--- src/rtl/vmu_pkg.sv ---
// -----------------------------------------------------------------------------
// vmu_pkg
// Shared definitions for the vector memory unit:
//   - default LANES / DATA_WIDTH / ADDRESS_WIDTH values
//   - FSM state enumeration
// -----------------------------------------------------------------------------
package vmu_pkg;

    localparam int VMU_LANES         = 4;
    localparam int VMU_DATA_WIDTH    = 32;
    localparam int VMU_ADDRESS_WIDTH = 32;

    typedef enum logic [1:0] {
        IDLE  = 2'd0,
        LOAD  = 2'd1,
        STORE = 2'd2,
        DONE  = 2'd3
    } vmu_state_e;

endpackage

--- src/rtl/vmu_addr_gen.sv ---
// -----------------------------------------------------------------------------
// vmu_addr_gen
// Lane counter and lane address generator for the vector memory unit.
// The address of lane i is base + i*step, wrapping modulo 2^ADDRESS_WIDTH.
//
// Ports:
//   clk      in   clock
//   reset    in   synchronous active-high reset (counter -> 0)
//   clear    in   restart the lane counter at 0 (new request accepted)
//   advance  in   step to the next lane at this edge
//   base     in   ADDRESS_WIDTH  word address of lane 0
//   step     in   ADDRESS_WIDTH  address distance between adjacent lanes
//   lane     out  INDEX_WIDTH    current lane index
//   address  out  ADDRESS_WIDTH  address of the current lane
//   last     out  current lane is lane LANES-1
// -----------------------------------------------------------------------------
module vmu_addr_gen
    import vmu_pkg::*;
#(
    parameter int LANES         = VMU_LANES,
    parameter int ADDRESS_WIDTH = VMU_ADDRESS_WIDTH,
    parameter int INDEX_WIDTH   = $clog2(LANES)
) (
    input  logic                     clk,
    input  logic                     reset,
    input  logic                     clear,
    input  logic                     advance,
    input  logic [ADDRESS_WIDTH-1:0] base,
    input  logic [ADDRESS_WIDTH-1:0] step,
    output logic [INDEX_WIDTH-1:0]   lane,
    output logic [ADDRESS_WIDTH-1:0] address,
    output logic                     last
);

    // NOTE: sequential state is written with non-blocking assignments so every
    // flop samples the pre-edge values of its neighbours, as real hardware does.
    always_ff @(posedge clk) begin
        if (reset) begin
            lane <= '0;
        end else if (clear) begin
            lane <= '0;
        end else if (advance) begin
            // LANES is a power of two, so the counter wraps back to 0 by itself
            lane <= lane + INDEX_WIDTH'(1);
        end
    end

    // Product and sum are both truncated to ADDRESS_WIDTH, giving the
    // modulo-2^ADDRESS_WIDTH wrap of the address space.
    assign address = base + step * ADDRESS_WIDTH'(lane);
    assign last    = (lane == INDEX_WIDTH'(LANES - 1));

endmodule

--- src/rtl/vector_mem_unit.sv ---
// -----------------------------------------------------------------------------
// vector_mem_unit
// Gathers (load) or scatters (store) a LANES-wide vector to/from a
// word-addressed memory, one lane per clock.
//
// Optional feature macro: VMU_STRIDED_EN
//   defined   -> a 'stride' port exists and is captured with start;
//                lane i address = baseAddress + i*stride
//   undefined -> no stride port; lane i address = baseAddress + i
//
// Ports:
//   clk              in   clock
//   reset            in   synchronous active-high reset
//   start            in   request strobe, honoured only in IDLE
//   isStore          in   1 = store, 0 = load (captured with start)
//   baseAddress      in   ADDRESS_WIDTH  word address of lane 0
//   storeData        in   LANES*DATA_WIDTH  store vector, lane i at [i*DATA_WIDTH +: DATA_WIDTH]
//   busy             out  high in every state except IDLE
//   done             out  one-cycle completion pulse
//   loadData         out  LANES*DATA_WIDTH  gathered load vector
//   memReadAddress   out  ADDRESS_WIDTH  read address (memory answers combinationally)
//   memOutputData    in   DATA_WIDTH     read data for memReadAddress
//   memWriteAddress  out  ADDRESS_WIDTH  write address
//   memInputData     out  DATA_WIDTH     write data
//   memWriteEnable   out  write strobe, committed by the memory at posedge clk
//   stride           in   ADDRESS_WIDTH  lane address step (VMU_STRIDED_EN only)
// -----------------------------------------------------------------------------
module vector_mem_unit
    import vmu_pkg::*;
#(
    parameter int LANES         = VMU_LANES,
    parameter int DATA_WIDTH    = VMU_DATA_WIDTH,
    parameter int ADDRESS_WIDTH = VMU_ADDRESS_WIDTH
) (
    input  logic                          clk,
    input  logic                          reset,
    input  logic                          start,
    input  logic                          isStore,
    input  logic [ADDRESS_WIDTH-1:0]      baseAddress,
    input  logic [LANES*DATA_WIDTH-1:0]   storeData,
    output logic                          busy,
    output logic                          done,
    output logic [LANES*DATA_WIDTH-1:0]   loadData,
    output logic [ADDRESS_WIDTH-1:0]      memReadAddress,
    input  logic [DATA_WIDTH-1:0]         memOutputData,
    output logic [ADDRESS_WIDTH-1:0]      memWriteAddress,
    output logic [DATA_WIDTH-1:0]         memInputData,
    output logic                          memWriteEnable
`ifdef VMU_STRIDED_EN
    ,
    input  logic [ADDRESS_WIDTH-1:0]      stride
`endif
);

    localparam int INDEX_WIDTH = $clog2(LANES);

    vmu_state_e state;
    vmu_state_e next_state;

    logic [ADDRESS_WIDTH-1:0]    base_q;
    logic [ADDRESS_WIDTH-1:0]    step;
    logic [LANES*DATA_WIDTH-1:0] store_q;
    logic [LANES*DATA_WIDTH-1:0] load_q;

    logic [INDEX_WIDTH-1:0]      lane;
    logic [ADDRESS_WIDTH-1:0]    lane_address;
    logic                        last_lane;

    logic                        accept;
    logic                        advance;

    assign accept  = (state == IDLE) && start;
    assign advance = (state == LOAD) || (state == STORE);

    // -------------------------------------------------------------------------
    // State register
    // -------------------------------------------------------------------------
    always_ff @(posedge clk) begin
        if (reset) begin
            state <= IDLE;
        end else begin
            state <= next_state;
        end
    end

    // -------------------------------------------------------------------------
    // Request capture
    // -------------------------------------------------------------------------
    // NOTE: the captured request fields have no reset; they are always written
    // by an accepted start before any state that reads them, so resetting them
    // would only add fan-out on the reset net.
    always_ff @(posedge clk) begin
        if (accept) begin
            base_q  <= baseAddress;
            store_q <= storeData;
        end
    end

`ifdef VMU_STRIDED_EN
    logic [ADDRESS_WIDTH-1:0] stride_q;

    always_ff @(posedge clk) begin
        if (accept) begin
            stride_q <= stride;
        end
    end

    assign step = stride_q;
`else
    assign step = ADDRESS_WIDTH'(1);
`endif

    // -------------------------------------------------------------------------
    // Lane counter / address generator
    // -------------------------------------------------------------------------
    vmu_addr_gen #(
        .LANES         (LANES),
        .ADDRESS_WIDTH (ADDRESS_WIDTH),
        .INDEX_WIDTH   (INDEX_WIDTH)
    ) u_addr_gen (
        .clk     (clk),
        .reset   (reset),
        .clear   (accept),
        .advance (advance),
        .base    (base_q),
        .step    (step),
        .lane    (lane),
        .address (lane_address),
        .last    (last_lane)
    );

    // -------------------------------------------------------------------------
    // Load gather register: one lane filled per LOAD cycle; held otherwise,
    // so stores and idle time leave the last loaded vector visible.
    // -------------------------------------------------------------------------
    always_ff @(posedge clk) begin
        if (reset) begin
            load_q <= '0;
        end else if (state == LOAD) begin
            load_q[lane*DATA_WIDTH +: DATA_WIDTH] <= memOutputData;
        end
    end

    assign loadData = load_q;

    // -------------------------------------------------------------------------
    // Next state and outputs
    // -------------------------------------------------------------------------
    // NOTE: every output of this block gets a default before the case, so no
    // path leaves a signal unassigned and no latch is inferred.
    always_comb begin
        next_state      = state;
        busy            = 1'b1;
        done            = 1'b0;
        memReadAddress  = '0;
        memWriteAddress = '0;
        memInputData    = '0;
        memWriteEnable  = 1'b0;

        unique case (state)
            IDLE: begin
                busy = 1'b0;
                if (start) begin
                    next_state = isStore ? STORE : LOAD;
                end
            end

            LOAD: begin
                memReadAddress = lane_address;
                if (last_lane) begin
                    next_state = DONE;
                end
            end

            STORE: begin
                // Suppressed while reset is high so an abandoned store never
                // commits a word at the reset edge.
                memWriteEnable  = ~reset;
                memWriteAddress = lane_address;
                memInputData    = store_q[lane*DATA_WIDTH +: DATA_WIDTH];
                if (last_lane) begin
                    next_state = DONE;
                end
            end

            DONE: begin
                done       = 1'b1;
                next_state = IDLE;
            end

            default: begin
                next_state = IDLE;
            end
        endcase
    end

endmodule

--- config.mk ---
export PLATFORM = sky130hd
export DESIGN_NAME = vector_mem_unit
export DESIGN_NICKNAME = d
export VERILOG_FILES = /design/src/rtl/vmu_pkg.sv /design/src/rtl/vmu_addr_gen.sv /design/src/rtl/vector_mem_unit.sv
export SDC_FILE = /design/constraint.sdc
export NUM_CORES = 1
export LEC_CHECK = 0
export CORE_MARGIN = 2
export CORE_UTILIZATION = 45
export DETAILED_ROUTE_END_ITERATION = 8
export MAX_ROUTING_LAYER = met4
export PLACE_DENSITY = 0.89
export SYNTH_ARGS = -nofsm -noshare
export SYNTH_HDL_FRONTEND = slang
export SYNTH_HIERARCHICAL = 1
export SYNTH_SLANG_ARGS = --single-unit
--- constraint.sdc ---
create_clock -name clk -period 5.7 [get_ports clk]
set_input_delay 1.14 -clock clk [delete_from_list [all_inputs] [get_ports clk]]
set_output_delay 1.14 -clock clk [all_outputs]
set_load 0.02 [all_outputs]
* Yosys cells after proc, flatten, opt, wreduce, memory -nomap -nowiden
Cells that the tools add are included.
Cells by class: muxes and demuxes 11, bitwise operators 1, reductions and logical operators 6, eq/ne operators 6, order comparisons 0, shift-type cells 3, multiply operators 0, $add $sub $neg 3, divide/modulo/power cells 0
Operators with widths (count):
- $bwmux 128 | 1
- $shift 32x34->128 const A | 1
- $shiftx 128x8->32 | 1
- $shiftx 32x34->128 | 1
- $mux 32 | 3
- $neg 7->34 | 1
- $add 32x2->32 | 1
- $eq 2x2->1 const B | 3
- $mux 2 | 3
- $pmux 2 s3 | 1
- $reduce_or 2->1 | 2
- $mux 1 | 3
- $add 2x1->2 const B | 1
- $eq 2x1->1 const B | 1
- $logic_not 2->1 | 1
- $ne 2x1->1 const B | 1
- $ne 2x2->1 const B | 1
- $reduce_and 2->1 | 1
- $logic_and 1x1->1 | 1
- $logic_or 1x1->1 | 1
- $not 1->1 | 1
Word-level totals: input port bits 196, bits in latches 0, flip-flop bits (word level) 292, bits in read-only memories 0, memories kept 0, logic and storage cells 35, output and inout bits 227, bits in writable memories 0

* Depth between registers and ports, before layout
Gate-level depths: netlist of run 1.
depth in word-level cells 4, depth in mapped cells 16, depth with buffers taken out 13

* Cells and area by module
Netlist of run 1, hierarchy kept.
By module, submodules not included:
- vector_mem_unit | area an instance 10857.9 sq um, sequential area each 7407.1 sq um, instances 1, cells each 759
- vmu_addr_gen | area an instance 2836.5 sq um, sequential area each 40.0 sq um, instances 1, cells each 406

* Worst setup path after synthesis of run 1
No wires, ideal clock.
kind in2reg, from input port start, to register base_q[0] (enable), library setup time 0.540 ns, data required time 5.160 ns, arrival 4.799 ns, path slack 0.361 ns, stages on the path 1, cell sequence and2_1
Between the ends: longest elaborated chain between the ends 1
Ends and longest elaborated chain:
- from (decl) | line vector_mem_unit.sv:37 | input logic start,
- $logic_and 1x1->1 | line vector_mem_unit.sv:72 | assign accept = (state == IDLE) && start;
- to (signal assigned) | line vector_mem_unit.sv:94 | base_q <= baseAddress;
- to (decl) | line vector_mem_unit.sv:60 | logic [ADDRESS_WIDTH-1:0] base_q;
No other way between the ends. A chain may end at the register's enable or synchronous reset.

* Final worst setup path of run 1
from register u_addr_gen.lane[1], to output port memWriteAddress[24]
Between the ends: longest elaborated chain between the ends 2
Ends and longest elaborated chain:
- from (decl) | line vmu_addr_gen.sv:30 | output logic [INDEX_WIDTH-1:0] lane,
- from (signal assigned) | line vmu_addr_gen.sv:44 | lane <= lane + INDEX_WIDTH'(1);
- $add 32x2->32 | line vmu_addr_gen.sv:50 | assign address = base + step * ADDRESS_WIDTH'(lane);
- named net lane_address[24] | line vector_mem_unit.sv:66 | logic [ADDRESS_WIDTH-1:0] lane_address;
- $mux 32 | line vector_mem_unit.sv:160 | unique case (state)
- to (decl) | line vector_mem_unit.sv:46 | output logic [ADDRESS_WIDTH-1:0] memWriteAddress,
The timed path passes the listed nets, and every way through them passes these cells.

==> results of run 1 <==
what timing repair did:
| item | 4_1_cts | 5_1_grt |
|---|---|---|
| hold buffers | 0 | 0 |
| setup endpoints to repair | 12 | 12 |
| cloned | 0 | 0 |
| pin swaps | 0 | 1 |
| buffers inserted | 0 | 2 |
| gates resized for setup | 7 | 17 |
worst max-delay path by stage:
stage                                               start                  end  slack (ns)
after floorplan                                     start  base_q[0]$_DFFE_PP_        0.36
after global placement    u_addr_gen/lane[1]$_SDFFE_PP0P_  memWriteAddress[29]        0.56
after detailed placement  u_addr_gen/lane[1]$_SDFFE_PP0P_  memWriteAddress[29]        0.37
after CTS                 u_addr_gen/lane[1]$_SDFFE_PP0P_   memReadAddress[26]        0.01
after global routing      u_addr_gen/lane[1]$_SDFFE_PP0P_  memWriteAddress[26]       -0.02
final                     u_addr_gen/lane[1]$_SDFFE_PP0P_  memWriteAddress[24]        0.12
cell families (layout without fill, tap and decap cells):
family          count (synthesis)  after routing  synth area share
other cells                     2             69          0.000548
buf+inv                       162            579            0.0496
xor+xnor                       30             30            0.0192
flops                         292            292             0.544
fa+ha+maj                      73             73            0.0837
mux                            33             33            0.0534
simple gates                  346            346             0.130
compound gates                227            227             0.120
final cells by class:
class                      count  share of cell area
sequential                   292               0.382
multi-input combinational    772               0.299
timing repair buffer         437               0.223
clock buffer                  43              0.0457
tap                          390              0.0250
inverter                      89              0.0171
clock inverter                10             0.00661
antenna                        6            0.000770
cells in the mapped netlist, drive strengths merged, types with 4 or more instances:
cell type | n | area share
ha | 42 | 0.038
nand4 | 35 | 0.016
and3 | 4 | 0.0018
xor2 | 12 | 0.0077
a21o | 15 | 0.0082
clkbuf | 46 | 0.013
xnor2 | 18 | 0.012
nor2b | 9 | 0.0041
inv | 89 | 0.024
buf | 27 | 0.013
edfxtp | 160 | 0.35
and2 | 107 | 0.049
o21a | 4 | 0.0022
dfxtp | 132 | 0.19
a21oi | 68 | 0.025
nor3 | 5 | 0.0018
nor2 | 51 | 0.014
a2bb2oi | 5 | 0.0032
o21ai | 18 | 0.0066
fa | 31 | 0.045
mux4 | 32 | 0.053
nand3 | 13 | 0.0048
nand2 | 108 | 0.030
a32oi | 32 | 0.020
a22o | 59 | 0.038
nand2b | 4 | 0.0018
metrics by stage:
| stage | total power, mW | instance area (µm²) | util |
|---|---|---|---|
| floorplan | 4.46 | 13900 | - |
| global placement | 5.41 | 18400 | 0.619 |
| detailed placement | 5.51 | 18400 | 0.619 |
| CTS | 7.54 | 19500 | 0.653 |
| global route | 7.88 | 19500 | 0.655 |
| finish | 7.52 | 19500 | 0.655 |
sequential cells by signal (all words and copies together) (netlist names):
register and flops:
base_q 32, loadData 128, state 2, store_q 128
u_addr_gen/lane 2
per-layer routing:
layer | vias up | GRT usage | routed length [µm]
li1 | 5027 | - | -
met1 | 5326 | 0.290 | 15300
met2 | 557 | 0.436 | 20200
met3 | 108 | 0.0550 | 3300
met4 | 0 | 0.108 | 1810
met5 | - | - | 0
tightest hold or removal path, cell delays in order (launching register included):
cell and delay (ns):
sky130_fd_sc_hd__dfxtp_1 0.31, sky130_fd_sc_hd__nand2_1 0.05, sky130_fd_sc_hd__a21oi_1 0.05
report_power, final:
group          total [mW]  switching (mW)  leakage (nW)  internal (mW)
clock network        2.03           0.811         0.504           1.22
registers            2.74           0.124          2.58           2.62
logic                2.75            1.59          4.61           1.16
total                7.52            2.52          7.70           4.99
==> results.txt, run 1 <==
----------------------------------------------------
[Global routing]
  Initial antenna violation count ... 6
  Via count of the first global-routing pass ... 11,100
  GRT Resource Usage Total ... 0.255
  Grt ovf ... 0
  Global-route wire length before repair ... 61,100 µm
  Largest net degree at the start of global routing ... 80

[Yosys]
  Gate Count Post-Synth ... 1,165
  Mapped Area ... 0.0137 mm²
  Post-synth EDFFs ... 160
  Number of storage elements in the synthesis netlist ... 292
  Fraction of registers with async set/reset ... 0
  Yosys cell types ... 54
  Leading register cell type out of synthesis ... sky130_fd_sc_hd__edfxtp_1
  Warnings from Yosys ... 6
  Portion of the post-synthesis area used by sequential elements ... 0.544
  Avg Inst Size Synth ... 11.8 µm²

[Worst hold path]
  Worst min-delay path endpoint ... loadData[19]$_SDFFE_PP0P_
  Kind of path behind the tightest hold check ... flip-flop to flip-flop
  Worst Hold Launch ... loadData[19]$_SDFFE_PP0P_
  Number of cells on the worst hold path ... 2

[Route]
  Average via count per standard cell ... 5.40
  First-pass detailed-route iteration total ... 5
  Routed via count ... 11,000
  Detailed router's first-iteration violation count ... 663
  Detail-routed net length per standard cell ... 19.9 µm
  Final wirelength ... 40,600 µm
  DRC violations left ... 0
  Antenna Nets Post-Route ... 0

[Place]
  Setup slack after placement ... 0.369 ns
  Routability-driven placement congestion ratio ... 0.945
  Port-buffer cells ... 422
  Number of placed instances, taps included ... 1,978
  Half-perimeter wire length after detailed placement ... 28,900 µm

[Clock network]
  CTS root buffer ... sky130_fd_sc_hd__clkbuf_16
  Number of buffers created by CTS ... 30
  Clock transition at the registers of the reported paths ... 0.06 ns
  CTS sink count ... 292
  Skew-Pair Late Insertion Delay ... 0.55 ns
  Clock tree from TritonCTS ... built
  H-tree level count ... 1
  Buffers from clock root to sink, at most ... 3

[Run status]
  Status ... complete, no violations

[Die]
  Core Rows ... 63
  Die area ... 0.0318 mm²
  Chip Width ... 178 µm
  Top Ports ... 423
  Initial Utilization ... 0.460
  Die H ... 178 µm
  Placeable core region ... 0.0298 mm²

[STA]
  Highest Clock Rate ... 0.179 GHz
  Final hold viol count ... 0
  Aggregate negative setup slack ... 0 ns
  Worst hold margin ... 0.451 ns
  Post-route minimum period ... 5.58 ns
  Worst Tran Pin Value ... 1.23 ns
  Relative max-transition margin ... 0.183
  Worst clock skew on the final layout ... 0.0208 ns
  Final WS setup ... 0.117 ns
  Max Transition Viols Final ... 0
  Total of endpoints with negative setup slack in the final report ... 0
  Ratio of final minimum period to clock period ... 0.979

[Power]
  Power Density ... 385 mW/mm²
  IR Drop Worst-Case VDD ... 0.000322 V
  Pleak ... 7.70 nW

[Worst setup path]
  Crit-path slowest cell ... sky130_fd_sc_hd__clkdlybuf4s50_1
  Worst-path cell chain ... and2_1 -> fa_1 -> ha_1 -> a211o_1 -> a211oi_1 -> o31ai_1 -> a21o_1 -> a211o_1 -> a21oi_2 -> o21ai_1 -> xor2_1 -> and2_1 -> clkdlybuf4s50_1
  Number of cells traversed by the worst register-to-register path ... 7
  Max Fanout on Critical Path ... 9
  Critical path start-end classification ... flip-flop to output pin
  Capture point of the worst reg-to-reg path ... loadData[105]$_SDFFE_PP0P_
  Internal reg-to-reg setup slack ... 2.05 ns
  Endpoint class of the critical path ... output pin
  CP delay by family, top ... compound AO/OA/AOI/OAI gates
  CP peak stage delay ... 0.60 ns
  Combined buffer and inverter count along the critical path ... 1
  Required @ worst endpoint ... 4.56 ns
  Kind of launch point of the worst setup path ... flip-flop
  Number of stages on the worst setup path ... 13
  Arrival time of data at the critical path endpoint ... 4.44 ns
  Reg-to-Reg Start ... u_addr_gen/lane[0]$_SDFFE_PP0P_

[Job]
  Max_cap viols ... 0

[Final layout]
  Leading cell types in the layout, fill and taps excluded ... sky130_fd_sc_hd__clkdlybuf4s50_1, sky130_fd_sc_hd__edfxtp_1, sky130_fd_sc_hd__dfxtp_1
  FF/Latch Area ... 0.00745 mm²
  Number of filler cells placed in the layout ... 2,168
  Final layout net count ... 1,891
  Share of cells above drive strength 1 ... 0.0670
  Finished Layout Cells ... 2,039
  Synth-to-Final Area Change ... 42.5%
  Area occupied by multi-input gates ... 0.00584 mm²
  Most common cell after layout, fill and taps aside ... sky130_fd_sc_hd__clkdlybuf4s50_1

----------------------------------------------------
No activity file was read; power rests on OpenSTA's default activity.
==> run 2: changes to the inputs <==
==> constraint.sdc (replaced) <==
create_clock -name clk -period 5.77 [get_ports clk]
set_input_delay 1.154 -clock clk [delete_from_list [all_inputs] [get_ports clk]]
set_output_delay 1.154 -clock clk [all_outputs]
set_load 0.02 [all_outputs]
==> run 2 against run 1 <==
Register-to-register slack improved by 0.03 ns. Clock-buffer cell count rose by 2. Worst hold slack barely moved. Clock skew fell by 0.012 ns. Sequential share of layout area barely moved. First-iteration DRC count rose by 19%. Critical path type unchanged. Largest cell class unchanged.
==> results.txt, run 2 (same netlist as run 1, synthesis figures left out) <==
----------------------------------------------------
[Run status]
  Status ... complete, no violations

[STA]
  Relative max-transition margin ... 0.173 (-0.00943)
  Max Transition Viols Final ... 0 (unchanged)
  Total of endpoints with negative setup slack in the final report ... 0 (unchanged)
  Post-route minimum period ... 5.54 ns
  Final hold viol count ... 0 (unchanged)
  Aggregate negative setup slack ... 0 ns (unchanged)
  Ratio of final minimum period to clock period ... 0.960
  Worst clock skew on the final layout ... 0.00918 ns (-0.0116 ns)
  Worst Tran Pin Value ... 1.24 ns (+0.0112 ns)
  Setup repair after global routing missed its margin ... false
  Highest Clock Rate ... 0.181 GHz

[Route]
  Routed via count ... 11,000 (+0.15%)
  Final wirelength ... 40,300 µm (-0.66%)
  Antenna Nets Post-Route ... 0 (unchanged)
  DRC violations left ... 0 (unchanged)
  First-pass detailed-route iteration total ... 5 (unchanged)
  Average via count per standard cell ... 5.41 (about the same)
  Detail-routed net length per standard cell ... 19.8 µm (-0.71%)
  Detailed router's first-iteration violation count ... 786 (+19%)

[Final layout]
  Final layout net count ... 1,891 (unchanged)
  Most common cell after layout, fill and taps aside ... sky130_fd_sc_hd__clkdlybuf4s50_1
  Leading cell types in the layout, fill and taps excluded ... sky130_fd_sc_hd__clkdlybuf4s50_1, sky130_fd_sc_hd__edfxtp_1, sky130_fd_sc_hd__dfxtp_1
  Number of filler cells placed in the layout ... 2,189 (+0.97%)
  Share of cells above drive strength 1 ... 0.0662 (-0.000770)
  Area occupied by multi-input gates ... 0.00585 mm² (+0.15%)
  FF/Latch Area ... 0.00745 mm² (unchanged)
  Synth-to-Final Area Change ... 42.4% (about the same)

[Place]
  Port-buffer cells ... 422 (unchanged)
  Half-perimeter wire length after detailed placement ... 28,700 µm (-0.50%)
  Routability-driven placement congestion ratio ... 0.945 (unchanged)

[Die]
  Initial Utilization ... 0.460 (unchanged)
  Top Ports ... 423 (unchanged)
  Placeable core region ... 0.0298 mm² (unchanged)
  Die H ... 178 µm (unchanged)
  Core Rows ... 63 (unchanged)
  Chip Width ... 178 µm (unchanged)
  Die area ... 0.0318 mm² (unchanged)

[Clock network]
  Number of buffers created by CTS ... 31 (+3.3%)
  CTS root buffer ... sky130_fd_sc_hd__clkbuf_16
  CTS sink count ... 292 (unchanged)
  Clock tree from TritonCTS ... built
  Skew-Pair Late Insertion Delay ... 0.56 ns (about the same)
  Clock transition at the registers of the reported paths ... 0.06 ns (about the same)
  H-tree level count ... 1 (unchanged)
  Buffers from clock root to sink, at most ... 3 (unchanged)

[Global routing]
  Met2 Usage GRT ... 0.430 (-0.00579)
  Via count of the first global-routing pass ... 11,100 (-0.61%)
  Initial antenna violation count ... 3 (-3)
  Met3 Use GR ... 0.0563 (+0.00128)
  GRT Resource Usage Total ... 0.253 (-0.00227)
  Met1 Track Usage GR ... 0.292 (+0.00213)
  Largest net degree at the start of global routing ... 80 (unchanged)
  Global-route wire length before repair ... 60,900 µm (-0.23%)
  Most utilized layer in the global route result ... met2
  Grt ovf ... 0 (unchanged)

[Worst setup path]
  Number of cells traversed by the worst register-to-register path ... 7 (unchanged)
  Max Fanout on Critical Path ... 9 (unchanged)
  Critical Path Start ... u_addr_gen/lane[1]$_SDFFE_PP0P_
  Reg-to-Reg Start ... u_addr_gen/lane[0]$_SDFFE_PP0P_
  Arrival time of data at the critical path endpoint ... 4.38 ns (-0.06 ns)
  Required @ worst endpoint ... 4.62 ns (+0.06 ns)
  Internal reg-to-reg setup slack ... 2.08 ns (+0.03 ns)
  Endpoint class of the critical path ... output pin
  Critical path start-end classification ... flip-flop to output pin
  Kind of launch point of the worst setup path ... flip-flop
  Capture point of the worst reg-to-reg path ... loadData[112]$_SDFFE_PP0P_

[Job]
  Max_cap viols ... 0 (unchanged)

[Worst hold path]
  Kind of path behind the tightest hold check ... flip-flop to flip-flop
  Worst Hold Launch ... loadData[11]$_SDFFE_PP0P_
  Number of cells on the worst hold path ... 2 (unchanged)
  Worst min-delay path endpoint ... loadData[11]$_SDFFE_PP0P_

[Power]
  IR Drop Worst-Case VDD ... 0.000260 V (-20%)
  Net Sw Frac ... 0.340 (+0.00423)
  Power Density ... 379 mW/mm² (-1.5%)
  Internal power of the cells ... 4.88 mW (-2.2%)
  Pleak ... 7.70 nW (about the same)
  Total power draw ... 7.40 mW (-1.6%)
  Combinational share of power ... 0.368 (+0.002)
  Register share of total power ... 0.366 (about the same)
  Part of the total power dissipated in the clock network ... 0.266 (-0.004)
  Total net switching power ... 2.51 mW (-0.32%)

----------------------------------------------------
[run 2: how the worst max path moves through the flow]
stage / to / slack (ns) / cells after the start
final: memWriteAddress[17] / 0.23 / 13
after global routing: memWriteAddress[17] / 0.01 / 13
after CTS: memWriteAddress[26] / 0.02 / 13
after detailed placement: memReadAddress[29] / 0.44 / 14
after global placement: memWriteAddress[29] / 0.61 / 14
after floorplan: base_q[0]$_DFFE_PP_ / 0.42 / 1
[run 2: final cells by class]
type / instances / area share
multi-input cells: 772 / 0.300
well taps: 390 / 0.0250
clock buffers: 45 / 0.0450
flip-flops and latches: 292 / 0.382
clock inverters: 13 / 0.00667
inverters: 89 / 0.0171
repair buffers: 436 / 0.224
diodes: 3 / 0.000385
[run 2: timing repair]
action,CTS,global route
resized for setup,4,14
setup endpoints to repair,12,11
hold buffers,0,0
setup buffers,0,1
[run 2: power groups by stage]
stage | clock [mW] | combinational (mW) | sequential, mW
after global placement | 0 | 2.62 | 2.72
after detailed placement | 0 | 2.69 | 2.74
final | 1.97 | 2.72 | 2.71
after floorplan | 0 | 1.61 | 2.79
after CTS | 2.00 | 2.71 | 2.71
after global routing | 2.08 | 2.95 | 2.73
[run 2: routing by layer]
metal  part of all wire  wire length (µm)
met1               0.38             15100
met5                  0                 0
met3              0.087              3500
met2               0.50             20000
met4              0.043              1720
[run 2: worst max-delay path, stage by stage (launching register included)]
cell	delay, ns
sky130_fd_sc_hd__dfxtp_4	0.42
sky130_fd_sc_hd__and2_1	0.17
sky130_fd_sc_hd__fa_1	0.43
sky130_fd_sc_hd__ha_1	0.26
sky130_fd_sc_hd__fa_1	0.42
sky130_fd_sc_hd__a21oi_1	0.20
sky130_fd_sc_hd__nand4b_1	0.18
sky130_fd_sc_hd__a21oi_1	0.14
sky130_fd_sc_hd__o21a_1	0.25
sky130_fd_sc_hd__or2_1	0.25
sky130_fd_sc_hd__a31oi_1	0.20
sky130_fd_sc_hd__xnor2_1	0.16
sky130_fd_sc_hd__and2_1	0.16
sky130_fd_sc_hd__clkdlybuf4s50_1	0.60
[run 2: stage by stage]
step	instances	setup WS, ns	cell area [µm²]	util	hold slack, ns
6_report	2040	0.233	19500	0.655	0.451
5_1_grt	2040	0.0148	19500	0.655	0.470
4_1_cts	2036	0.0184	19400	0.653	0.454
3_5_place_dp	1978	0.439	18400	0.619	0.445
3_3_place_gp	1978	0.612	18400	0.619	0.438
2_1_floorplan	1226	0.417	13900	-	0.522
==> run 3: changes to the inputs <==
--- a/config.mk
+++ b/config.mk
@@ -6,10 +6,10 @@
 export NUM_CORES = 1
 export LEC_CHECK = 0
 export CORE_MARGIN = 2
-export CORE_UTILIZATION = 45
+export CORE_UTILIZATION = 47
 export DETAILED_ROUTE_END_ITERATION = 8
 export MAX_ROUTING_LAYER = met4
-export PLACE_DENSITY = 0.89
+export PLACE_DENSITY = 0.92
 export SYNTH_ARGS = -nofsm -noshare
 export SYNTH_HDL_FRONTEND = slang
 export SYNTH_HIERARCHICAL = 1
==> run 3 against run 2 <==
Total power is 1.1% lower. Clock skew hardly changed. Critical endpoint is now memWriteAddress[26]. Largest cell class unchanged. Final cell count is 0.29% lower. Non-clock buffer count up 1. Largest power group unchanged. Critical path depth decreased by 1. Core utilization is 2.3 points higher. Highest routed layer unchanged.
==> results.txt, run 3 (same netlist as run 1, synthesis figures left out) <==
----------------------------------------------------
[Route]
  First-pass detailed-route iteration total ... 6 (+1)
  Final wirelength ... 40,400 µm (+0.13%)
  Average via count per standard cell ... 5.48 (+1.4%)
  DRC violations left ... 0 (unchanged)
  Met2 wire len ... 20,200 µm (+1.3%)
  Top metal layer carrying routed signals ... met4
  Routed metal-1 wire length ... 14,900 µm (-1.8%)
  Detailed router's first-iteration violation count ... 808 (+2.8%)
  Detail-routed net length per standard cell ... 19.9 µm (+0.43%)
  Routed via count ... 11,200 (+1.1%)
  Detailed-routed wire length on met3 ... 3360 µm (-3.9%)
  Antenna Nets Post-Route ... 0 (unchanged)

[Global routing]
  Via count of the first global-routing pass ... 11,200 (+1.2%)
  Global-route wire length before repair ... 62,000 µm (+1.8%)
  Initial antenna violation count ... 4 (+1)
  Grt ovf ... 0 (unchanged)
  GRT Resource Usage Total ... 0.266 (+0.0125)
  Largest net degree at the start of global routing ... 81 (+1.3%)

[Power]
  Register share of total power ... 0.369 (+0.003)
  IR Drop Worst-Case VDD ... 0.000309 V (+19%)
  Power Density ... 376 mW/mm² (-0.82%)
  Part of the total power dissipated in the clock network ... 0.257 (-0.009)
  Internal power of the cells ... 4.81 mW (-1.5%)
  Total net switching power ... 2.51 mW (-0.36%)
  Pleak ... 7.61 nW (-1.2%)
  Combinational share of power ... 0.374 (+0.006)
  Total power draw ... 7.32 mW (-1.1%)
  Net Sw Frac ... 0.342 (+0.00253)

[Clock network]
  H-tree level count ... 1 (unchanged)
  Buffers from clock root to sink, at most ... 3 (unchanged)
  Number of gates resized after CTS ... 0 (-4)
  Clock transition at the registers of the reported paths ... 0.06 ns (about the same)
  CTS root buffer ... sky130_fd_sc_hd__clkbuf_16
  Skew-Pair Late Insertion Delay ... 0.56 ns (about the same)
  Setup repair bufs after CTS ... 0 (unchanged)
  Clock tree from TritonCTS ... built
  Number of buffers created by CTS ... 30 (-3.2%)
  Hold-fix buffer count after cts ... 0 (unchanged)
  CTS sink count ... 292 (unchanged)

[Job]
  Max_cap viols ... 0 (unchanged)

[STA]
  Final hold viol count ... 0 (unchanged)
  Relative max-transition margin ... 0.185 (+0.0119)
  Aggregate negative setup slack ... 0 ns (unchanged)
  Post-route minimum period ... 5.57 ns (+0.0309 ns)
  Max Transition Viols Final ... 0 (unchanged)
  Worst clock skew on the final layout ... 0.00888 ns (-0.000298 ns)
  Setup repair after global routing missed its margin ... true
  Worst Tran Pin Value ... 1.22 ns (-0.0179 ns)
  Total of endpoints with negative setup slack in the final report ... 0 (unchanged)
  Final WS setup ... 0.202 ns (-0.0309 ns)
  Ratio of final minimum period to clock period ... 0.965 (+0.00535)
  Highest Clock Rate ... 0.180 GHz (-0.55%)

[Die]
  Top Ports ... 423 (unchanged)
  Chip Width ... 175 µm (-2.1%)
  Die H ... 175 µm (-2.1%)
  Placeable core region ... 0.0287 mm² (-3.7%)
  Core Rows ... 62 (-1.6%)
  Die area ... 0.0305 mm² (-4.2%)
  Initial Utilization ... 0.477 (+0.0175)

[Worst hold path]
  Worst Hold Launch ... loadData[14]$_SDFFE_PP0P_
  Number of cells on the worst hold path ... 2 (unchanged)
  Kind of path behind the tightest hold check ... flip-flop to flip-flop
  Worst min-delay path endpoint ... loadData[14]$_SDFFE_PP0P_

[Final layout]
  Most common cell after layout, fill and taps aside ... sky130_fd_sc_hd__clkdlybuf4s50_1
  Leading cell types in the layout, fill and taps excluded ... sky130_fd_sc_hd__clkdlybuf4s50_1, sky130_fd_sc_hd__edfxtp_1, sky130_fd_sc_hd__dfxtp_1
  Final Util ... 0.678 (+0.0231)
  Share of cells above drive strength 1 ... 0.0668 (+0.000648)
  Area of all placed cells without fillers ... 0.0195 mm² (-0.28%)
  Synth-to-Final Area Change ... 42.0%
  Number of filler cells placed in the layout ... 1,983 (-9.4%)
  Final layout net count ... 1,891 (unchanged)

[Place]
  Routability-driven placement congestion ratio ... 0.913 (-3.5%)
  Half-perimeter wire length after detailed placement ... 29,200 µm (+1.6%)
  Setup slack after placement ... 0.744 ns (+0.305 ns)
  Port-buffer cells ... 422 (unchanged)
  Placed cell area ... 0.0184 mm² (about the same)

[Worst setup path]
  Number of cells traversed by the worst register-to-register path ... 6 (-1)
  Capture point of the worst reg-to-reg path ... loadData[107]$_SDFFE_PP0P_
  Max Fanout on Critical Path ... 4 (-5)
  Kind of launch point of the worst setup path ... flip-flop
  Required @ worst endpoint ... 4.62 ns (about the same)
  Arrival time of data at the critical path endpoint ... 4.41 ns (+0.03 ns)
  Reg-to-Reg Start ... state[1]$_SDFFE_PP0P_
  Endpoint class of the critical path ... output pin
  Critical path start-end classification ... flip-flop to output pin
  Internal reg-to-reg setup slack ... 2.29 ns (+0.21 ns)

[Run status]
  Status ... complete, no violations

----------------------------------------------------
[run 3: cell types whose count changed in the layout (fill, tap and decap cells not counted), sizes merged, moves of 2 or more]
cell / before / now
clkdlybuf4s50: 407 / 413
dlymetal6s2s: 12 / 8
clkinvlp: 0 / 2
dlygate4sd2: 2 / 0
clkbuf: 45 / 40
clkinv: 5 / 10
inv: 95 / 92
[run 3: power groups by stage]
stage	logic [mW]	registers, mW	clock network [mW]
global placement	2.63	2.72	0
CTS	2.71	2.70	1.92
detailed placement	2.69	2.74	0
finish	2.73	2.70	1.88
floorplan	1.61	2.79	0
global route	2.96	2.73	2.00
[run 3: stage by stage]
| stage | std cells | hold slack, ns |
|---|---|---|
| final | 2034 | 0.452 |
| after global routing | 2034 | 0.478 |
| after detailed placement | 1974 | 0.446 |
| after global placement | 1974 | 0.438 |
| after CTS | 2030 | 0.452 |
| after floorplan | 1226 | 0.522 |
[run 3: routing by layer]
metal,global-route usage,vias up
met5,-,-
li1,-,5021
met3,0.0505,128
met4,0.119,0
met2,0.449,607
met1,0.308,5399
[run 3: how the worst max path moves through the flow]
stage                                                from             endpoint
final                                 base_q[3]$_DFFE_PP_  memWriteAddress[26]
after global routing                  base_q[3]$_DFFE_PP_  memWriteAddress[24]
after CTS                 u_addr_gen/lane[1]$_SDFFE_PP0P_  memWriteAddress[25]
after detailed placement  u_addr_gen/lane[1]$_SDFFE_PP0P_  memWriteAddress[25]
after global placement    u_addr_gen/lane[1]$_SDFFE_PP0P_  memWriteAddress[29]
after floorplan                                     start  base_q[0]$_DFFE_PP_
[run 3: area by class of cell]
cell class | count | area (µm²) | area share
clock buffers | 40 | 838 | 0.0431
diodes | 4 | 10.0 | 0.000515
inverters | 89 | 334 | 0.0172
clock inverters | 16 | 133 | 0.00682
well taps | 384 | 480 | 0.0247
repair buffers | 437 | 4360 | 0.224
flip-flops and latches | 292 | 7450 | 0.383
multi-input cells | 772 | 5840 | 0.300
[run 3: critical path, cell delays in order (launching register included)]
cell and delay [ns]:
sky130_fd_sc_hd__edfxtp_1 0.40, sky130_fd_sc_hd__fa_1 0.49, sky130_fd_sc_hd__ha_1 0.38, sky130_fd_sc_hd__o21a_1 0.24, sky130_fd_sc_hd__a211oi_1 0.26, sky130_fd_sc_hd__o31ai_1 0.12, sky130_fd_sc_hd__a21o_1 0.23, sky130_fd_sc_hd__a211o_1 0.37
sky130_fd_sc_hd__o41ai_4 0.30, sky130_fd_sc_hd__o21ai_1 0.12, sky130_fd_sc_hd__xor2_1 0.17, sky130_fd_sc_hd__and2_1 0.16, sky130_fd_sc_hd__clkdlybuf4s50_1 0.60
